### config.mk
export PLATFORM = sky130hd
export DESIGN_NAME = solver_dispatch_flat
export DESIGN_NICKNAME = d
export VERILOG_FILES = /design/src/rtl/solver_dispatch_if.sv /design/src/rtl/solver_dispatch.sv /design/src/flat_wrapper.sv
export SDC_FILE = /design/constraint.sdc
export NUM_CORES = 1
export LEC_CHECK = 0
export CAP_MARGIN = 15
export CORE_UTILIZATION = 43
export DETAILED_ROUTE_END_ITERATION = 7
export PLACE_DENSITY = 0.87
export SYNTH_ARGS = -nofsm -noshare
export SYNTH_HDL_FRONTEND = slang
export SYNTH_SLANG_ARGS = --single-unit
export TNS_END_PERCENT = 100
### constraint.sdc
create_clock -name clock -period 6.6 [get_ports clock]
set_clock_uncertainty 0.2 [all_clocks]
set_input_delay 0.99 -clock clock [delete_from_list [all_inputs] [get_ports clock]]
set_output_delay 0.99 -clock clock [all_outputs]
set_load 0.01 [all_outputs]
### src/rtl/solver_dispatch_if.sv
// Job, solver-load and result signals of solver_dispatch.
// The master modport is the dispatcher; slave is the host/solver side.
interface solver_dispatch_if #(
  parameter int LIMB_INDEX_BITS = 6,
  parameter int LIMB_BITS       = 32,
  parameter int TAG_BITS        = 16
);
  logic                       hdr_valid;
  logic                       hdr_ready;
  logic [LIMB_INDEX_BITS-1:0] hdr_num_limbs;
  logic [15:0]                hdr_iter_lim;
  logic [TAG_BITS-1:0]        hdr_tag;
  logic                       limb_valid;
  logic                       limb_ready;
  logic [LIMB_BITS-1:0]       limb_data;
  logic                       wr_real_en;
  logic                       wr_imag_en;
  logic [LIMB_INDEX_BITS-1:0] wr_ind;
  logic [LIMB_BITS-1:0]       c_wr_data;
  logic                       wr_num_limbs_en;
  logic [LIMB_INDEX_BITS-1:0] num_limbs_data;
  logic                       wr_iter_lim_en;
  logic [15:0]                iter_lim_data;
  logic                       start;
  logic                       out_ready;
  logic [15:0]                iteration_count;
  logic                       res_valid;
  logic                       res_ready;
  logic [TAG_BITS-1:0]        res_tag;
  logic [15:0]                res_count;
`ifdef SOLVER_DISPATCH_PERF_EN
  logic [31:0]                res_cycles;
`endif

  modport master (
    input  hdr_valid, hdr_num_limbs, hdr_iter_lim, hdr_tag,
    input  limb_valid, limb_data, out_ready, iteration_count, res_ready,
    output hdr_ready, limb_ready, wr_real_en, wr_imag_en, wr_ind, c_wr_data,
    output wr_num_limbs_en, num_limbs_data, wr_iter_lim_en, iter_lim_data, start,
    output res_valid, res_tag, res_count
`ifdef SOLVER_DISPATCH_PERF_EN
    , output res_cycles
`endif
  );

  modport slave (
    output hdr_valid, hdr_num_limbs, hdr_iter_lim, hdr_tag,
    output limb_valid, limb_data, out_ready, iteration_count, res_ready,
    input  hdr_ready, limb_ready, wr_real_en, wr_imag_en, wr_ind, c_wr_data,
    input  wr_num_limbs_en, num_limbs_data, wr_iter_lim_en, iter_lim_data, start,
    input  res_valid, res_tag, res_count
`ifdef SOLVER_DISPATCH_PERF_EN
    , input res_cycles
`endif
  );
endinterface

### src/rtl/solver_dispatch.sv
// Feeds one job (header, real limbs, imaginary limbs) into a solver and returns its tagged count.
// Optional SOLVER_DISPATCH_PERF_EN adds res_cycles (start-to-capture cycle count, saturating).
module solver_dispatch #(
  parameter int LIMB_INDEX_BITS = 6,
  parameter int LIMB_BITS       = 32,
  parameter int TAG_BITS        = 16
) (
  input logic               clock,
  input logic               reset_n,
  solver_dispatch_if.master bus
);
  typedef enum logic [2:0] {IDLE, CONFIG, LOAD_RE, LOAD_IM, START, WAIT, RESULT} state_e;

  state_e                     state_q, state_d;
  logic [LIMB_INDEX_BITS-1:0] num_q, num_d, cnt_q, cnt_d, wr_ind_q, wr_ind_d;
  logic [15:0]                iter_q, iter_d, res_count_q, res_count_d;
  logic [TAG_BITS-1:0]        tag_q, tag_d, res_tag_q, res_tag_d;
  logic [LIMB_BITS-1:0]       wr_data_q, wr_data_d;
  logic                       drain_q, drain_d, first_q, first_d;
  logic                       hdr_ready_q, hdr_ready_d, limb_ready_q, limb_ready_d;
  logic                       wr_real_q, wr_real_d, wr_imag_q, wr_imag_d;
  logic                       cfg_en_q, cfg_en_d, start_q, start_d, res_valid_q, res_valid_d;
  logic                       hdr_acc, limb_acc;

  assign hdr_acc  = bus.hdr_valid & hdr_ready_q;
  assign limb_acc = bus.limb_valid & limb_ready_q;

  always_comb begin
    state_d     = state_q;
    num_d       = num_q;
    iter_d      = iter_q;
    tag_d       = tag_q;
    cnt_d       = cnt_q;
    drain_d     = drain_q;
    first_d     = 1'b0;
    wr_real_d   = 1'b0;
    wr_imag_d   = 1'b0;
    wr_ind_d    = wr_ind_q;
    wr_data_d   = wr_data_q;
    cfg_en_d    = 1'b0;
    start_d     = 1'b0;
    res_valid_d = res_valid_q;
    res_tag_d   = res_tag_q;
    res_count_d = res_count_q;
    case (state_q)
      IDLE: if (hdr_acc) begin
        num_d   = bus.hdr_num_limbs;
        iter_d  = bus.hdr_iter_lim;
        tag_d   = bus.hdr_tag;
        cnt_d   = '0;
        // A zero iteration limit still swallows the job's limbs, but never touches the solver.
        drain_d = (bus.hdr_iter_lim == 16'd0);
        state_d = (bus.hdr_iter_lim == 16'd0) ? LOAD_RE : CONFIG;
      end
      CONFIG: begin
        cfg_en_d = 1'b1;
        state_d  = LOAD_RE;
      end
      LOAD_RE, LOAD_IM: if (limb_acc) begin
        wr_real_d = ~drain_q & (state_q == LOAD_RE);
        wr_imag_d = ~drain_q & (state_q == LOAD_IM);
        wr_ind_d  = cnt_q;
        wr_data_d = bus.limb_data;
        if (cnt_q == num_q) begin
          cnt_d = '0;
          if (state_q == LOAD_RE) begin
            state_d = LOAD_IM;
          end else if (drain_q) begin
            state_d     = RESULT;
            res_valid_d = 1'b1;
            res_tag_d   = tag_q;
            res_count_d = 16'd0;
          end else begin
            state_d = START;
          end
        end else begin
          cnt_d = cnt_q + 1'b1;
        end
      end
      START: begin
        start_d = 1'b1;
        first_d = 1'b1;
        state_d = WAIT;
      end
      // The solver's done level from the previous job is still up during the start cycle.
      WAIT: if (!first_q && bus.out_ready) begin
        res_valid_d = 1'b1;
        res_tag_d   = tag_q;
        res_count_d = bus.iteration_count;
        state_d     = RESULT;
      end
      RESULT: if (res_valid_q && bus.res_ready) begin
        res_valid_d = 1'b0;
        state_d     = IDLE;
      end
      default: state_d = IDLE;
    endcase
    hdr_ready_d  = (state_d == IDLE);
    limb_ready_d = (state_d == LOAD_RE) || (state_d == LOAD_IM);
  end

  always_ff @(posedge clock) begin
    if (!reset_n) begin
      state_q      <= IDLE;
      num_q        <= '0;
      iter_q       <= '0;
      tag_q        <= '0;
      cnt_q        <= '0;
      drain_q      <= 1'b0;
      first_q      <= 1'b0;
      hdr_ready_q  <= 1'b0;
      limb_ready_q <= 1'b0;
      wr_real_q    <= 1'b0;
      wr_imag_q    <= 1'b0;
      wr_ind_q     <= '0;
      wr_data_q    <= '0;
      cfg_en_q     <= 1'b0;
      start_q      <= 1'b0;
      res_valid_q  <= 1'b0;
      res_tag_q    <= '0;
      res_count_q  <= '0;
    end else begin
      state_q      <= state_d;
      num_q        <= num_d;
      iter_q       <= iter_d;
      tag_q        <= tag_d;
      cnt_q        <= cnt_d;
      drain_q      <= drain_d;
      first_q      <= first_d;
      hdr_ready_q  <= hdr_ready_d;
      limb_ready_q <= limb_ready_d;
      wr_real_q    <= wr_real_d;
      wr_imag_q    <= wr_imag_d;
      wr_ind_q     <= wr_ind_d;
      wr_data_q    <= wr_data_d;
      cfg_en_q     <= cfg_en_d;
      start_q      <= start_d;
      res_valid_q  <= res_valid_d;
      res_tag_q    <= res_tag_d;
      res_count_q  <= res_count_d;
    end
  end

  assign bus.hdr_ready       = hdr_ready_q;
  assign bus.limb_ready      = limb_ready_q;
  assign bus.wr_real_en      = wr_real_q;
  assign bus.wr_imag_en      = wr_imag_q;
  assign bus.wr_ind          = wr_ind_q;
  assign bus.c_wr_data       = wr_data_q;
  assign bus.wr_num_limbs_en = cfg_en_q;
  assign bus.wr_iter_lim_en  = cfg_en_q;
  assign bus.num_limbs_data  = num_q;
  assign bus.iter_lim_data   = iter_q;
  assign bus.start           = start_q;
  assign bus.res_valid       = res_valid_q;
  assign bus.res_tag         = res_tag_q;
  assign bus.res_count       = res_count_q;

`ifdef SOLVER_DISPATCH_PERF_EN
  logic [31:0] cyc_q, cyc_d, res_cycles_q, res_cycles_d;

  // Counting starts at 1 in the start cycle, so the capture cycle is included too.
  always_comb begin
    cyc_d        = cyc_q;
    res_cycles_d = res_cycles_q;
    if (state_q == START) begin
      cyc_d = '0;
    end else if (state_q == WAIT && cyc_q != 32'hFFFF_FFFF) begin
      cyc_d = cyc_q + 32'd1;
    end
    if (state_q == WAIT && state_d == RESULT) begin
      res_cycles_d = cyc_d;
    end else if ((state_q == LOAD_RE || state_q == LOAD_IM) && state_d == RESULT) begin
      res_cycles_d = '0;
    end
  end

  always_ff @(posedge clock) begin
    if (!reset_n) begin
      cyc_q        <= '0;
      res_cycles_q <= '0;
    end else begin
      cyc_q        <= cyc_d;
      res_cycles_q <= res_cycles_d;
    end
  end

  assign bus.res_cycles = res_cycles_q;
`endif
endmodule

### src/flat_wrapper.sv
// flat-port wrapper written by rule: the top's interface ports become plain ports
module solver_dispatch_flat 
#(
  parameter int LIMB_INDEX_BITS = 6,
  parameter int LIMB_BITS       = 32,
  parameter int TAG_BITS        = 16
)
  (clock, reset_n, bus_hdr_valid, bus_hdr_num_limbs, bus_hdr_iter_lim, bus_hdr_tag, bus_limb_valid, bus_limb_data, bus_out_ready, bus_iteration_count, bus_res_ready, bus_hdr_ready, bus_limb_ready, bus_wr_real_en, bus_wr_imag_en, bus_wr_ind, bus_c_wr_data, bus_wr_num_limbs_en, bus_num_limbs_data, bus_wr_iter_lim_en, bus_iter_lim_data, bus_start, bus_res_valid, bus_res_tag, bus_res_count);
  solver_dispatch_if #(.LIMB_INDEX_BITS(LIMB_INDEX_BITS), .LIMB_BITS(LIMB_BITS), .TAG_BITS(TAG_BITS)) bus_i ();
  input logic clock;
  input logic reset_n;
  input wire logic [$bits(bus_i.hdr_valid)-1:0] bus_hdr_valid;
  input wire logic [$bits(bus_i.hdr_num_limbs)-1:0] bus_hdr_num_limbs;
  input wire logic [$bits(bus_i.hdr_iter_lim)-1:0] bus_hdr_iter_lim;
  input wire logic [$bits(bus_i.hdr_tag)-1:0] bus_hdr_tag;
  input wire logic [$bits(bus_i.limb_valid)-1:0] bus_limb_valid;
  input wire logic [$bits(bus_i.limb_data)-1:0] bus_limb_data;
  input wire logic [$bits(bus_i.out_ready)-1:0] bus_out_ready;
  input wire logic [$bits(bus_i.iteration_count)-1:0] bus_iteration_count;
  input wire logic [$bits(bus_i.res_ready)-1:0] bus_res_ready;
  output wire logic [$bits(bus_i.hdr_ready)-1:0] bus_hdr_ready;
  output wire logic [$bits(bus_i.limb_ready)-1:0] bus_limb_ready;
  output wire logic [$bits(bus_i.wr_real_en)-1:0] bus_wr_real_en;
  output wire logic [$bits(bus_i.wr_imag_en)-1:0] bus_wr_imag_en;
  output wire logic [$bits(bus_i.wr_ind)-1:0] bus_wr_ind;
  output wire logic [$bits(bus_i.c_wr_data)-1:0] bus_c_wr_data;
  output wire logic [$bits(bus_i.wr_num_limbs_en)-1:0] bus_wr_num_limbs_en;
  output wire logic [$bits(bus_i.num_limbs_data)-1:0] bus_num_limbs_data;
  output wire logic [$bits(bus_i.wr_iter_lim_en)-1:0] bus_wr_iter_lim_en;
  output wire logic [$bits(bus_i.iter_lim_data)-1:0] bus_iter_lim_data;
  output wire logic [$bits(bus_i.start)-1:0] bus_start;
  output wire logic [$bits(bus_i.res_valid)-1:0] bus_res_valid;
  output wire logic [$bits(bus_i.res_tag)-1:0] bus_res_tag;
  output wire logic [$bits(bus_i.res_count)-1:0] bus_res_count;
  assign bus_i.hdr_valid = bus_hdr_valid;
  assign bus_i.hdr_num_limbs = bus_hdr_num_limbs;
  assign bus_i.hdr_iter_lim = bus_hdr_iter_lim;
  assign bus_i.hdr_tag = bus_hdr_tag;
  assign bus_i.limb_valid = bus_limb_valid;
  assign bus_i.limb_data = bus_limb_data;
  assign bus_i.out_ready = bus_out_ready;
  assign bus_i.iteration_count = bus_iteration_count;
  assign bus_i.res_ready = bus_res_ready;
  assign bus_hdr_ready = bus_i.hdr_ready;
  assign bus_limb_ready = bus_i.limb_ready;
  assign bus_wr_real_en = bus_i.wr_real_en;
  assign bus_wr_imag_en = bus_i.wr_imag_en;
  assign bus_wr_ind = bus_i.wr_ind;
  assign bus_c_wr_data = bus_i.c_wr_data;
  assign bus_wr_num_limbs_en = bus_i.wr_num_limbs_en;
  assign bus_num_limbs_data = bus_i.num_limbs_data;
  assign bus_wr_iter_lim_en = bus_i.wr_iter_lim_en;
  assign bus_iter_lim_data = bus_i.iter_lim_data;
  assign bus_start = bus_i.start;
  assign bus_res_valid = bus_i.res_valid;
  assign bus_res_tag = bus_i.res_tag;
  assign bus_res_count = bus_i.res_count;
  solver_dispatch #(.LIMB_INDEX_BITS(LIMB_INDEX_BITS), .LIMB_BITS(LIMB_BITS), .TAG_BITS(TAG_BITS)) u_core (.clock(clock), .reset_n(reset_n), .bus(bus_i));
endmodule
* After elaboration in Yosys (flattened, before gate mapping)
Cells that the tools add are included.
W data, S select, Z words.
** Word-level totals
- Flip-flop bits (word level) :: 125
- Output and inout port bits :: 100
- Word-level logic and storage cells :: 90
** Cells by class
- $add $sub $neg :: 1
- Equal/unequal tests :: 16
- Mux-type cells :: 34
- Bitwise operators :: 5
- Reduce and logical (&&, ||, !) cells :: 17
** Operators by type and width (number)
- $mux W16 :: 10
- $pmux W16 S2 :: 2
- $mux W3 :: 6
- $mux W6 :: 3
- $pmux W3 S6 :: 1
- $logic_not A16 Y1 :: 1
- $eq A3 B2 Y1 const B :: 4
- $ne A2 B1 Y1 const B :: 6
- $pmux W6 S2 :: 1
- $eq A3 B3 Y1 const B :: 3
- $mux W1 :: 8
- $reduce_and A7 Y1 :: 1
- $add A6 B1 Y6 const B :: 1
- $eq A6 B6 Y1 :: 1
- $logic_not A3 Y1 :: 2
- $reduce_and A3 Y1 :: 2
- $reduce_and A6 Y1 :: 1
- $and A1 B1 Y1 :: 4
- $mux W2 :: 2
- $reduce_and A2 Y1 :: 2
- $reduce_bool A2 Y1 :: 2
- $eq A3 B1 Y1 const B :: 1
- $pmux W1 S3 :: 1
- $reduce_bool A3 Y1 :: 1
- other kinds (6) :: 7

* Longest topological paths before layout
Gate-level depths: netlist of run 1.
- Depth in word-level cells :: 7
- Gate-level depth with buffers :: 8
- Depth with buffers taken out :: 5

* Least setup slack after synthesis of run 1
No wires, ideal clock.
- Path type :: input to register
- Start point :: in reset_n
- End point :: reg u_core.res_count_q[10] (netlist: u_core.bus.res_count[10])
- Library setup time :: 61 ps
- Arrival :: 2210 ps
- Data required time :: 6339 ps
- Slack :: 4129 ps
- Cell stages on the path :: 5
- Cell sequence :: clkbuf_1 > nand2_1 > nor3_1 > clkbuf_1 > a32o_1
** RTL lines
- from (decl) :: RTL line flat_wrapper.sv:11 : input logic reset_n;
- to (signal assigned) :: RTL line solver_dispatch.sv:140 : res_count_q <= res_count_d;
- to (decl) :: RTL line solver_dispatch.sv:16 : logic [15:0] iter_q, iter_d, res_count_q, res_count_d;

* Final worst setup path of run 1
- Start point :: in bus_limb_valid
- End point :: reg u_core.res_count_q[13] (netlist: u_core.bus.res_count[13])
** On the way
- Cells in the longest elaborated chain, start to end :: 3
** Ends and longest elaborated chain
- from (decl) :: RTL line flat_wrapper.sv:16 : input wire logic [$bits(bus_i.limb_valid)-1:0] bus_limb_valid;
- $and A1 B1 Y1 :: RTL line solver_dispatch.sv:26 : assign limb_acc = bus.limb_valid & limb_ready_q;
- $ne A2 B1 Y1 (no line)
- $reduce_and A6 Y1 (no line)
No other way between the ends.
A chain may end at the register's enable or synchronous reset.

==> summary.txt, run 1 <==
Pwr
  • Switching Fraction: 23.0%
  • Pwr dens: 248 mW/mm^2
  • Share of power burned in registers: 43.0%
  • Clock power share: 48.0%
  • Total power: 0.00183 W
  • Leakage: 2.70 nW
  • VDD IR-drop max: 0.129 mV
  • Part of the power in combinational logic: 9.0%
  • Int Pwr: 0.00141 W
  • Sw Pwr: 0.000421 W

Floorplanning
  • Die W: 108 um
  • Starting density of the core: 44.4%
  • CORE AREA: 0.0109 sq mm
  • Rows: 38
  • Die H: 108 um
  • Die area: 0.0117 sq mm
  • I/O pins: 192

Synthesis
  • #FFs+latches synth: 125
  • Synthesized instance count: 548
  • Main synth FF type: dfxtp_1
  • Mapped Avg Cell Area: 8.86 sq um
  • Post-synth EDFFs: 0
  • Async set-reset flop share out of synthesis: 0%
  • Mapped Area: 0.00486 sq mm
  • Yosys top cell area share: 51.5%
  • Synth top area cells: dfxtp_1 (52%), nand2_1 (15%), a21boi_1 (11%), a32o_1 (3.3%), mux2i_1 (3.3%)
  • Area leader, netlist: dfxtp_1
  • Post-Syn Nets: 641
  • Post-synthesis sequential area ratio: 51.5%
  • Post-synth cell types: 43
  • Yosys warns: 0

Run
  • Max Cap Violations: 0

Worst hold path
  • Hold depth: 2
  • Hold crit path type: flop to flop
  • Hold Path Sink: u_core.tag_q[15]$_SDFFE_PN0P_
  • Hold Crit Start: u_core.tag_q[15]$_SDFFE_PN0P_

Final layout
  • Post-route cell area: 0.00737 sq mm
  • Layout Cells excl Fill: 873
  • Area grow syn2layout: 51.7%
  • # diodes: 0
  • Layout Nets: 813
  • Final Util: 67.4%
  • Share of cells above drive strength 1: 5.73%

Clock network
  • Cts bufs inserted: 17
  • H-tree depth: 4
  • Clock Pin Slew Worst Setup and Hold Paths: 50 ps
  • Setup bufs post-CTS: 0
  • Sink Count: 125
  • Clk Latency, worst-skew pair: 400 ps
  • Resized cells post-CTS: 0
  • Clock buffer depth: 2
  • CTS tree: yes
  • CTS Hold Bufs: 0
  • Clk root buf: clkbuf_16

Critical path
  • Worst Reg-to-Reg Cells: 5
  • CP startpoint kind: primary input
  • Type of the worst setup path: primary input to flop
  • CP endpoint kind: flop
  • Worst reg2reg startpoint: u_core.state_q[1]$_SDFF_PN0_
  • Reg2reg setup slack: 3620 ps
  • CP Data Required Time: 6690 ps
  • Max Fanout on Critical Path: 47
  • Worst Path Arrival: 3430 ps
  • RR Endpoint: u_core.bus.res_count[13]$_SDFFE_PN0P_

Drt
  • Vias post-DR: 4422
  • WL per Instance: 14.0 um
  • DRC viols: 0
  • TritonRoute pass-1 iters: 5
  • Antenna viol nets, final: 0
  • Final wirelength: 12200 um
  • Drt via density: 5.07
  • Drt first-iter violations: 253

Global route
  • Largest net degree at the start of global routing: 134
  • GRT Total Usage: 20.9%
  • Initial antenna violation count: 0
  • Number of global-route vias before repair: 4142
  • Global-route wire length before repair: 19000 um
  • Global route overflow: 0

Timing
  • Worst slew pin tran: 1080 ps
  • Peak Freq: 299 MHz
  • Final clock period utilization by the worst path: 50.7%
  • Final min period: 3350 ps
  • RSZ-0062 raised after global routing: false
  • Final setup TNS: 0 ps
  • Final setup violating endpoints: 0
  • Slew Viols, Final: 0
  • Rel. slew slack: 28.0%
  • Final Hold Viols: 0

Place
  • Cells after DPL: 841
  • DP Wirelength: 8350 um
  • RePlAce Congestion: 0.865
  • IO Port Bufs: 191
  • Placed inst area: 0.00680 sq mm

Run status
  • Status: finished clean
==> layout by cell type, fill, tap and decap left out, types with 2 or more instances in the layout <==
cell type	count
clkinv_2	2
buf_4	4
clkinvlp_4	5
inv_6	3
nor3_1	4
a21boi_0	8
dfxtp_1	125
clkbuf_8	2
clkdlybuf4s50_1	190
a31oi_1	3
nor2_1	8
nor2b_1	4
and2_1	2
inv_1	3
a21boi_1	69
and3_1	3
nor4_4	2
nand4_1	2
nand2_1	194
clkbuf_16	17
nand2b_1	2
a21oi_1	5
a32o_1	16
o21ai_0	5
o2111ai_1	2
nor4_1	5
mux2i_1	16
xor2_1	11
==> area by class of cell <==
type,count,area [sq um]
inverters,3,11.3
flip-flops and latches,125,2500
repair buffers,194,1930
multi-input cells,379,2180
clock buffers,20,457
fillers,860,3570
well taps,140,175
clock inverters,12,113
==> flip-flops by register name, indices dropped and copies added, names as in the netlist, 3 cells and up <==
signal	count
u_core.bus.res_tag	16
u_core.cnt_q	6
u_core.bus.c_wr_data	32
u_core.bus.wr_ind	6
u_core.state_q	3
u_core.bus.iter_lim_data	16
u_core.bus.num_limbs_data	6
u_core.bus.res_count	16
u_core.tag_q	16
==> per-layer routing <==
| metal | vias up | track usage [%] | wire length [um] | part of all wire (%) |
|---|---|---|---|---|
| li1 | 2181 | - | - | - |
| met3 | 10 | 6.87 | 1050 | 8.5 |
| met4 | 0 | 6.47 | 107 | 0.87 |
| met5 | - | 0 | 0 | 0 |
| met1 | 2058 | 22.9 | 4920 | 40 |
| met2 | 173 | 38.1 | 6170 | 50 |
==> worst max-delay path by stage <==
stage / to / cells past startpoint / start
5_1_grt: u_core.bus.res_count[14]$_SDFFE_PN0P_ / 6 / bus_limb_valid
2_1_floorplan: u_core.bus.res_count[10]$_SDFFE_PN0P_ / 5 / reset_n
6_report: u_core.bus.res_count[13]$_SDFFE_PN0P_ / 6 / bus_limb_valid
3_3_place_gp: u_core.bus.res_count[6]$_SDFFE_PN0P_ / 6 / bus_limb_valid
3_5_place_dp: u_core.bus.res_count[4]$_SDFFE_PN0P_ / 6 / bus_limb_valid
4_1_cts: u_core.bus.res_count[4]$_SDFFE_PN0P_ / 6 / bus_limb_valid
==> per-stage QoR <==
| step | setup WS (ps) | hold slack [ps] |
|---|---|---|
| 5_1_grt | 3110 | 268 |
| 3_3_place_gp | 2910 | 239 |
| 6_report | 3250 | 250 |
| 2_1_floorplan | 4130 | 235 |
| 4_1_cts | 3270 | 252 |
| 3_5_place_dp | 2850 | 245 |
==> cell usage after synthesis, drive strengths merged, types with 6 or more instances <==
cell type / instances
clkbuf: 31
buf: 10
mux2i: 16
o21ai: 6
nor4: 7
xor2: 11
a32o: 16
nor2: 10
dfxtp: 125
nand2: 194
a21boi: 77
==> cells by family (layout without fill, tap and decap cells) <==
family,Yosys count,in the layout,share of synthesized area (%)
AOI/OAI and AO/OA,115,115,18.4
xor gates and xnor gates,11,11,1.98
adders and majority gates,1,1,0.258
buffers and inverters,44,229,4.07
DFF,125,125,51.5
muxes,16,16,3.30
and+or+nand+nor,236,236,20.5
==> power by group through the flow <==
stage	Sequential, W	Combinational [W]	Clock [W]
floorplan	0.000803	0.0000701	0
global placement	0.000801	0.000162	0
detailed placement	0.000802	0.000164	0
CTS	0.000786	0.000165	0.000892
global route	0.000788	0.000178	0.000931
finish	0.000786	0.000164	0.000876
==> worst max-delay path: stages <==
cell and delay, ps:
clkdlybuf4s50_1 480, nand2_1 140, nor2_4 770, nand3_2 160, a211o_4 560, a32o_1 330
Power figures use the tool's default switching activity.
==> run 2, diff against run 1 <==
Settings changed: CORE_UTILIZATION 43 to 39, PLACE_DENSITY 0.87 to 0.84.
Clock period 6.6 ns to 2.7 ns, I/O delays scaled along.
==> summary.txt, run 2 (synthesized netlist as in run 1, its figures left out) <==
Run status
  • Status: finished clean

Pwr
  • Switching Fraction: 21.5% (-1.5 points)
  • Sw Pwr: 0.00104 W (+150%)
  • Pwr dens: 640 mW/mm^2 (+160%)
  • Leakage: 2.77 nW (+2.7%)
  • VDD IR-drop max: 0.499 mV (+290%)
  • Int Pwr: 0.00378 W (+170%)
  • Part of the power in combinational logic: 8.5% (-0.5 points)
  • Share of power burned in registers: 39.9% (-3.1 points)
  • Clock power share: 51.6% (+3.6 points)

Floorplanning
  • Die W: 114 um (+4.9%)
  • Die area: 0.0129 sq mm (+10%)
  • I/O pins: 192 (unchanged)
  • Rows: 40 (+5.3%)
  • Starting density of the core: 40.3% (-4.1 points)
  • CORE AREA: 0.0121 sq mm (+10%)
  • Die H: 114 um (+4.9%)

Critical path
  • Crit path from: u_core.cnt_q[2]$_SDFFE_PN0P_
  • Worst Path Arrival: 2420 ps (-1010 ps)
  • Reg2reg setup slack: 370 ps (-3250 ps)
  • Max Fanout on Critical Path: 32 (-32%)
  • CP endpoint kind: flop
  • RR Endpoint: u_core.bus.res_count[2]$_SDFFE_PN0P_
  • Type of the worst setup path: flop to flop
  • Crit path to: u_core.bus.res_count[2]$_SDFFE_PN0P_
  • Worst Reg-to-Reg Cells: 5 (unchanged)
  • Worst reg2reg startpoint: u_core.cnt_q[2]$_SDFFE_PN0P_
  • CP startpoint kind: flop
  • CP Data Required Time: 2790 ps (-3900 ps)

Final layout
  • Most frequent cells in the layout: nand2_1 (194), clkdlybuf4s50_1 (190), dfxtp_1 (125)
  • Filler cell count: 999 (+16%)
  • # diodes: 0 (unchanged)
  • Largest register FFs: 32 (unchanged)
  • Layout Cells excl Fill: 907 (+3.9%)
  • Share of cells above drive strength 1: 6.63% (+0.90 points)
  • Area grow syn2layout: 55.1%
  • Post-route cell area: 0.00753 sq mm (+2.3%)
  • Most common cell after layout, fill and taps aside: nand2_1
  • Layout Nets: 819 (+0.74%)

Timing
  • Final setup margin: 374 ps (-2880 ps)
  • Rel. slew slack: 65.8% (+38 points)
  • RSZ-0062 raised after global routing: false
  • Final setup TNS: 0 ps (unchanged)
  • Peak Freq: 430 MHz
  • Slew Viols, Final: 0 (unchanged)
  • Worst slew pin tran: 509 ps (-572 ps)
  • Final clock period utilization by the worst path: 86.1%
  • Final setup violating endpoints: 0 (unchanged)
  • Final min period: 2330 ps
  • Final Hold Viols: 0 (unchanged)

Drt
  • Final wirelength: 12900 um (+5.5%)
  • TritonRoute pass-1 iters: 4 (-1)
  • Drt first-iter violations: 168 (-34%)
  • WL per Instance: 14.2 um (+1.6%)
  • Vias post-DR: 4460 (+0.86%)
  • Drt via density: 4.92 (-2.9%)
  • DRC viols: 0 (unchanged)
  • Antenna viol nets, final: 0 (unchanged)

Global route
  • Initial antenna violation count: 0 (unchanged)
  • Largest net degree at the start of global routing: 61 (-54%)
  • Global route overflow: 0 (unchanged)
  • Global-route wire length before repair: 21000 um (+10%)
  • GRT Total Usage: 20.5% (-0.38 points)
  • Number of global-route vias before repair: 4523 (+9.2%)

Clock network
  • Clock Pin Slew Worst Setup and Hold Paths: 60 ps (about the same)
  • Cts bufs inserted: 17 (unchanged)
  • Clk root buf: clkbuf_16
  • Setup bufs post-CTS: 0 (unchanged)
  • Clock buffer depth: 2 (unchanged)
  • Clk Latency, worst-skew pair: 410 ps (about the same)
  • Sink Count: 125 (unchanged)
  • CTS tree: yes
  • H-tree depth: 4 (unchanged)
  • CTS Hold Bufs: 0 (unchanged)
  • Resized cells post-CTS: 0 (unchanged)

Place
  • DP Wirelength: 9280 um (+11%)
  • DP Worst Slack: 176 ps (-2680 ps)
  • RePlAce Congestion: 0.857 (-0.95%)
  • IO Port Bufs: 191 (unchanged)
  • Placed inst area: 0.00688 sq mm (+1.2%)
  • Cells after DPL: 875 (+4.0%)

Worst hold path
  • Hold crit path type: primary input to flop

Run
  • Max Cap Violations: 0 (unchanged)
==> run 2: cell types whose count changed in the layout (fill, tap and decap cells not counted), sizes merged <==
| cell | change |
|---|---|
| bufinv | +4 |
| clkbuf | -2 |
| buf | +6 |
| clkinv | +1 |
| inv | -2 |
| clkinvlp | -1 |
==> run 2: routing by layer <==
| metal | GRT usage [%] | vias up | wire, um |
|---|---|---|---|
| met5 | 0 | - | 0 |
| met4 | 9.39 | 0 | 200 |
| met3 | 5.79 | 15 | 773 |
| met2 | 37.2 | 150 | 6580 |
| met1 | 22.1 | 2088 | 5370 |
| li1 | - | 2207 | - |
==> run 2: how the worst min path moves through the flow <==
stage / from / end / slack [ps] / depth (start not counted)
global placement: u_core.bus.c_wr_data[8]$_SDFFE_PN0P_ / u_core.bus.c_wr_data[8]$_SDFFE_PN0P_ / 240 / 2
detailed placement: u_core.bus.c_wr_data[1]$_SDFFE_PN0P_ / u_core.bus.c_wr_data[1]$_SDFFE_PN0P_ / 250 / 2
finish: reset_n / u_core.bus.res_valid$_SDFFE_PN0P_ / 160 / 2
global route: reset_n / u_core.bus.res_valid$_SDFFE_PN0P_ / 170 / 2
CTS: reset_n / u_core.bus.res_valid$_SDFFE_PN0P_ / 150 / 2
floorplan: u_core.tag_q[0]$_SDFFE_PN0P_ / u_core.bus.res_tag[0]$_SDFFE_PN0P_ / 230 / 2
==> run 2: critical path, cell delays in order (launching register included) <==
cell and delay, ps:
dfxtp_1 440, xor2_1 140, nor4_4 440, nand3_2 120, a211o_4 530, a32o_1 340
==> run 2: power groups by stage <==
stage | clock network, W | registers (W) | logic [W]
4_1_cts | 0.00254 | 0.00192 | 0.000412
6_report | 0.00249 | 0.00192 | 0.000409
3_3_place_gp | 0 | 0.00196 | 0.000398
5_1_grt | 0.00262 | 0.00193 | 0.000443
2_1_floorplan | 0 | 0.00196 | 0.000171
3_5_place_dp | 0 | 0.00196 | 0.000409
==> run 2: layout make-up <==
cell class	instances	area (sq um)	share of cell area [%]
timing repair buffer	200	1980	26.2
tap	168	210	2.79
sequential	125	2500	33.2
clock buffer	18	439	5.83
multi-input combinational	379	2180	28.9
clock inverter	14	216	2.87
inverter	3	11.3	0.149
==> run 2: per-stage QoR <==
stage	utilization, %	total power, W	hold WS, ps
2_1_floorplan	-	0.00213	235
3_3_place_gp	57.0	0.00236	240
3_5_place_dp	57.0	0.00237	246
4_1_cts	62.5	0.00487	148
5_1_grt	62.5	0.00499	172
6_report	62.5	0.00482	162
==> run 3, diff against run 2 <==
Settings changed: CORE_ASPECT_RATIO set to 1.2.
==> summary.txt, run 3 (synthesized netlist as in run 1, its figures left out) <==
Drt
  • Drt via density: 4.98 (+1.3%)
  • Antenna viol nets, final: 0 (unchanged)
  • Vias post-DR: 4488 (+0.63%)
  • WL per Instance: 14.4 um (+1.3%)
  • Drt first-iter violations: 162 (-3.6%)
  • TritonRoute pass-1 iters: 4 (unchanged)
  • DRC viols: 0 (unchanged)
  • Final wirelength: 13000 um (+0.62%)

Global route
  • Global route overflow: 0 (unchanged)
  • Met2 usage: 36.9% (-0.29 points)
  • Number of global-route vias before repair: 4567 (+0.97%)
  • M3 GR Usage: 6.02% (+0.23 points)
  • Largest net degree at the start of global routing: 133 (+120%)
  • Global-route wire length before repair: 21800 um (+3.8%)
  • Initial antenna violation count: 0 (unchanged)
  • Met1 usage: 23.3% (+1.2 points)
  • GRT Total Usage: 21.0% (+0.46 points)
  • Global route hottest layer: met2

Clock network
  • H-tree depth: 4 (unchanged)
  • Setup bufs post-CTS: 0 (unchanged)
  • Clock buffer depth: 2 (unchanged)
  • Cts bufs inserted: 17 (unchanged)
  • Resized cells post-CTS: 0 (unchanged)
  • CTS Hold Bufs: 0 (unchanged)
  • Clk Latency, worst-skew pair: 400 ps (about the same)
  • Sink Count: 125 (unchanged)
  • Clk root buf: clkbuf_16
  • Clock Pin Slew Worst Setup and Hold Paths: 50 ps (about the same)
  • CTS tree: yes

Critical path
  • CP startpoint kind: flop
  • Crit path from: u_core.cnt_q[2]$_SDFFE_PN0P_
  • CP endpoint kind: flop
  • Worst Path Arrival: 2460 ps (+40 ps)
  • Worst Reg-to-Reg Cells: 5 (unchanged)
  • Max Fanout on Critical Path: 32 (unchanged)
  • CP Data Required Time: 2790 ps (about the same)
  • CP max stage cell: a211o_4
  • Type of the worst setup path: flop to flop
  • Cell chain of the critical path: xor2_1, nor4_4, nand3_2, a211o_4, a32o_1
  • RR Endpoint: u_core.bus.res_count[15]$_SDFFE_PN0P_
  • Worst path max stage delay: 540 ps (about the same)
  • Reg2reg setup slack: 330 ps (-40 ps)
  • Worst reg2reg startpoint: u_core.cnt_q[2]$_SDFFE_PN0P_

Place
  • DP Wirelength: 9220 um (-0.65%)
  • Cells after DPL: 869 (-0.69%)
  • RePlAce Congestion: 0.822 (-4.1%)
  • IO Port Bufs: 191 (unchanged)

Worst hold path
  • Hold Crit Start: reset_n
  • Hold depth: 3 (+1)
  • Hold crit path type: primary input to flop
  • Hold Path Sink: u_core.bus.wr_iter_lim_en$_SDFF_PN0_

Floorplanning
  • Starting density of the core: 40.1% (-0.17 points)
  • I/O pins: 192 (unchanged)
  • Die H: 124 um (+9.4%)
  • Die area: 0.0129 sq mm (about the same)
  • CORE AREA: 0.0121 sq mm (+0.41%)
  • Rows: 44 (+10%)
  • Die W: 104 um (-8.6%)

Final layout
  • Most frequent cells in the layout: nand2_1 (194), clkdlybuf4s50_1 (190), dfxtp_1 (125)
  • Final Util: 61.9% (-0.57 points)
  • Share of cells above drive strength 1: 6.62% (-0.0090 points)
  • Layout Cells excl Fill: 901 (-0.66%)
  • # diodes: 0 (unchanged)
  • Layout Nets: 820 (+0.12%)
  • Area grow syn2layout: 54.4%
  • Largest register FFs: 32 (unchanged)
  • Most common cell after layout, fill and taps aside: nand2_1
  • Filler cell count: 1031 (+3.2%)

Run
  • Max Cap Violations: 0 (unchanged)

Timing
  • Rel. slew slack: 62.7% (-3.2 points)
  • Peak Freq: 422 MHz (-1.7%)
  • Final clock period utilization by the worst path: 87.7% (+1.5 points)
  • Final Hold Viols: 0 (unchanged)
  • Slew Viols, Final: 0 (unchanged)
  • Final setup violating endpoints: 0 (unchanged)
  • Worst slew pin tran: 560 ps (+51.6 ps)
  • RSZ-0062 raised after global routing: false
  • Final min period: 2370 ps (+41.3 ps)
  • Final setup TNS: 0 ps (unchanged)

Pwr
  • Int Pwr: 0.00360 W (-4.7%)
  • Clock power share: 49.2% (-2.4 points)
  • Sw Pwr: 0.000992 W (-4.3%)
  • VDD IR-drop max: 0.407 mV (-18%)
  • Share of power burned in registers: 41.8% (+1.9 points)
  • Leakage: 2.76 nW (-0.42%)
  • Pwr dens: 613 mW/mm^2 (-4.2%)
  • Switching Fraction: 21.6% (+0.078 points)
  • Part of the power in combinational logic: 9.0% (+0.5 points)

Run status
  • Status: finished clean
run 3: cell count changes in the layout (fill, tap and decap cells not counted):
| cell | previous run | this run |
|---|---|---|
| clkbuf_1 | 0 | 1 |
| clkbuf_8 | 1 | 5 |
| buf_12 | 0 | 1 |
| clkinv_4 | 2 | 1 |
| bufinv_16 | 5 | 2 |
| inv_6 | 1 | 0 |
run 3: worst max path at each step:
stage / end / cells after the start / slack, ps
finish: u_core.bus.res_count[15]$_SDFFE_PN0P_ / 5 / 330
global route: u_core.cnt_q[3]$_SDFFE_PN0P_ / 6 / 230
CTS: u_core.bus.res_count[15]$_SDFFE_PN0P_ / 5 / 320
detailed placement: u_core.bus.hdr_ready$_SDFF_PN0_ / 6 / 140
global placement: u_core.bus.hdr_ready$_SDFF_PN0_ / 6 / 160
floorplan: u_core.bus.res_count[11]$_SDFFE_PN0P_ / 6 / 620
run 3: per-layer routing:
| layer | part of all wire [%] | vias to the layer above |
|---|---|---|
| li1 | - | 2200 |
| met5 | 0 | - |
| met3 | 5.0 | 24 |
| met2 | 52 | 153 |
| met1 | 41 | 2111 |
| met4 | 2.4 | 0 |
run 3: area by class of cell:
| cell class | instances | area, sq um | share of cell area (%) |
|---|---|---|---|
| well taps | 161 | 201 | 2.69 |
| clock inverters | 9 | 109 | 1.45 |
| repair buffers | 201 | 2000 | 26.6 |
| flip-flops and latches | 125 | 2500 | 33.4 |
| multi-input cells | 379 | 2180 | 29.1 |
| inverters | 3 | 11.3 | 0.150 |
| clock buffers | 23 | 498 | 6.64 |
run 3: stage by stage:
| step | worst slack (ps) | area, sq um | hold slack (ps) | total power [W] |
|---|---|---|---|---|
| after global placement | 165 | 6890 | 239 | 0.00236 |
| after detailed placement | 137 | 6890 | 245 | 0.00237 |
| after global routing | 231 | 7500 | 149 | 0.00476 |
| after floorplan | 616 | 4860 | 235 | 0.00213 |
| final | 333 | 7500 | 144 | 0.00460 |
| after CTS | 321 | 7500 | 127 | 0.00465 |
run 3: power by group through the flow:
stage / Sequential (W) / Combinational, W / Clock, W
3_5_place_dp: 0.00196 / 0.000413 / 0
6_report: 0.00192 / 0.000414 / 0.00226
3_3_place_gp: 0.00196 / 0.000403 / 0
4_1_cts: 0.00192 / 0.000416 / 0.00231
5_1_grt: 0.00193 / 0.000449 / 0.00238
2_1_floorplan: 0.00196 / 0.000171 / 0
run 3: worst max-delay path: cells and delay by family (launching register included):
| family | cells | cell delay [ps] |
|---|---|---|
| compound gates | 2 | 890 |
| simple gates | 2 | 580 |
| flops | 1 | 440 |
| xor+xnor | 1 | 140 |
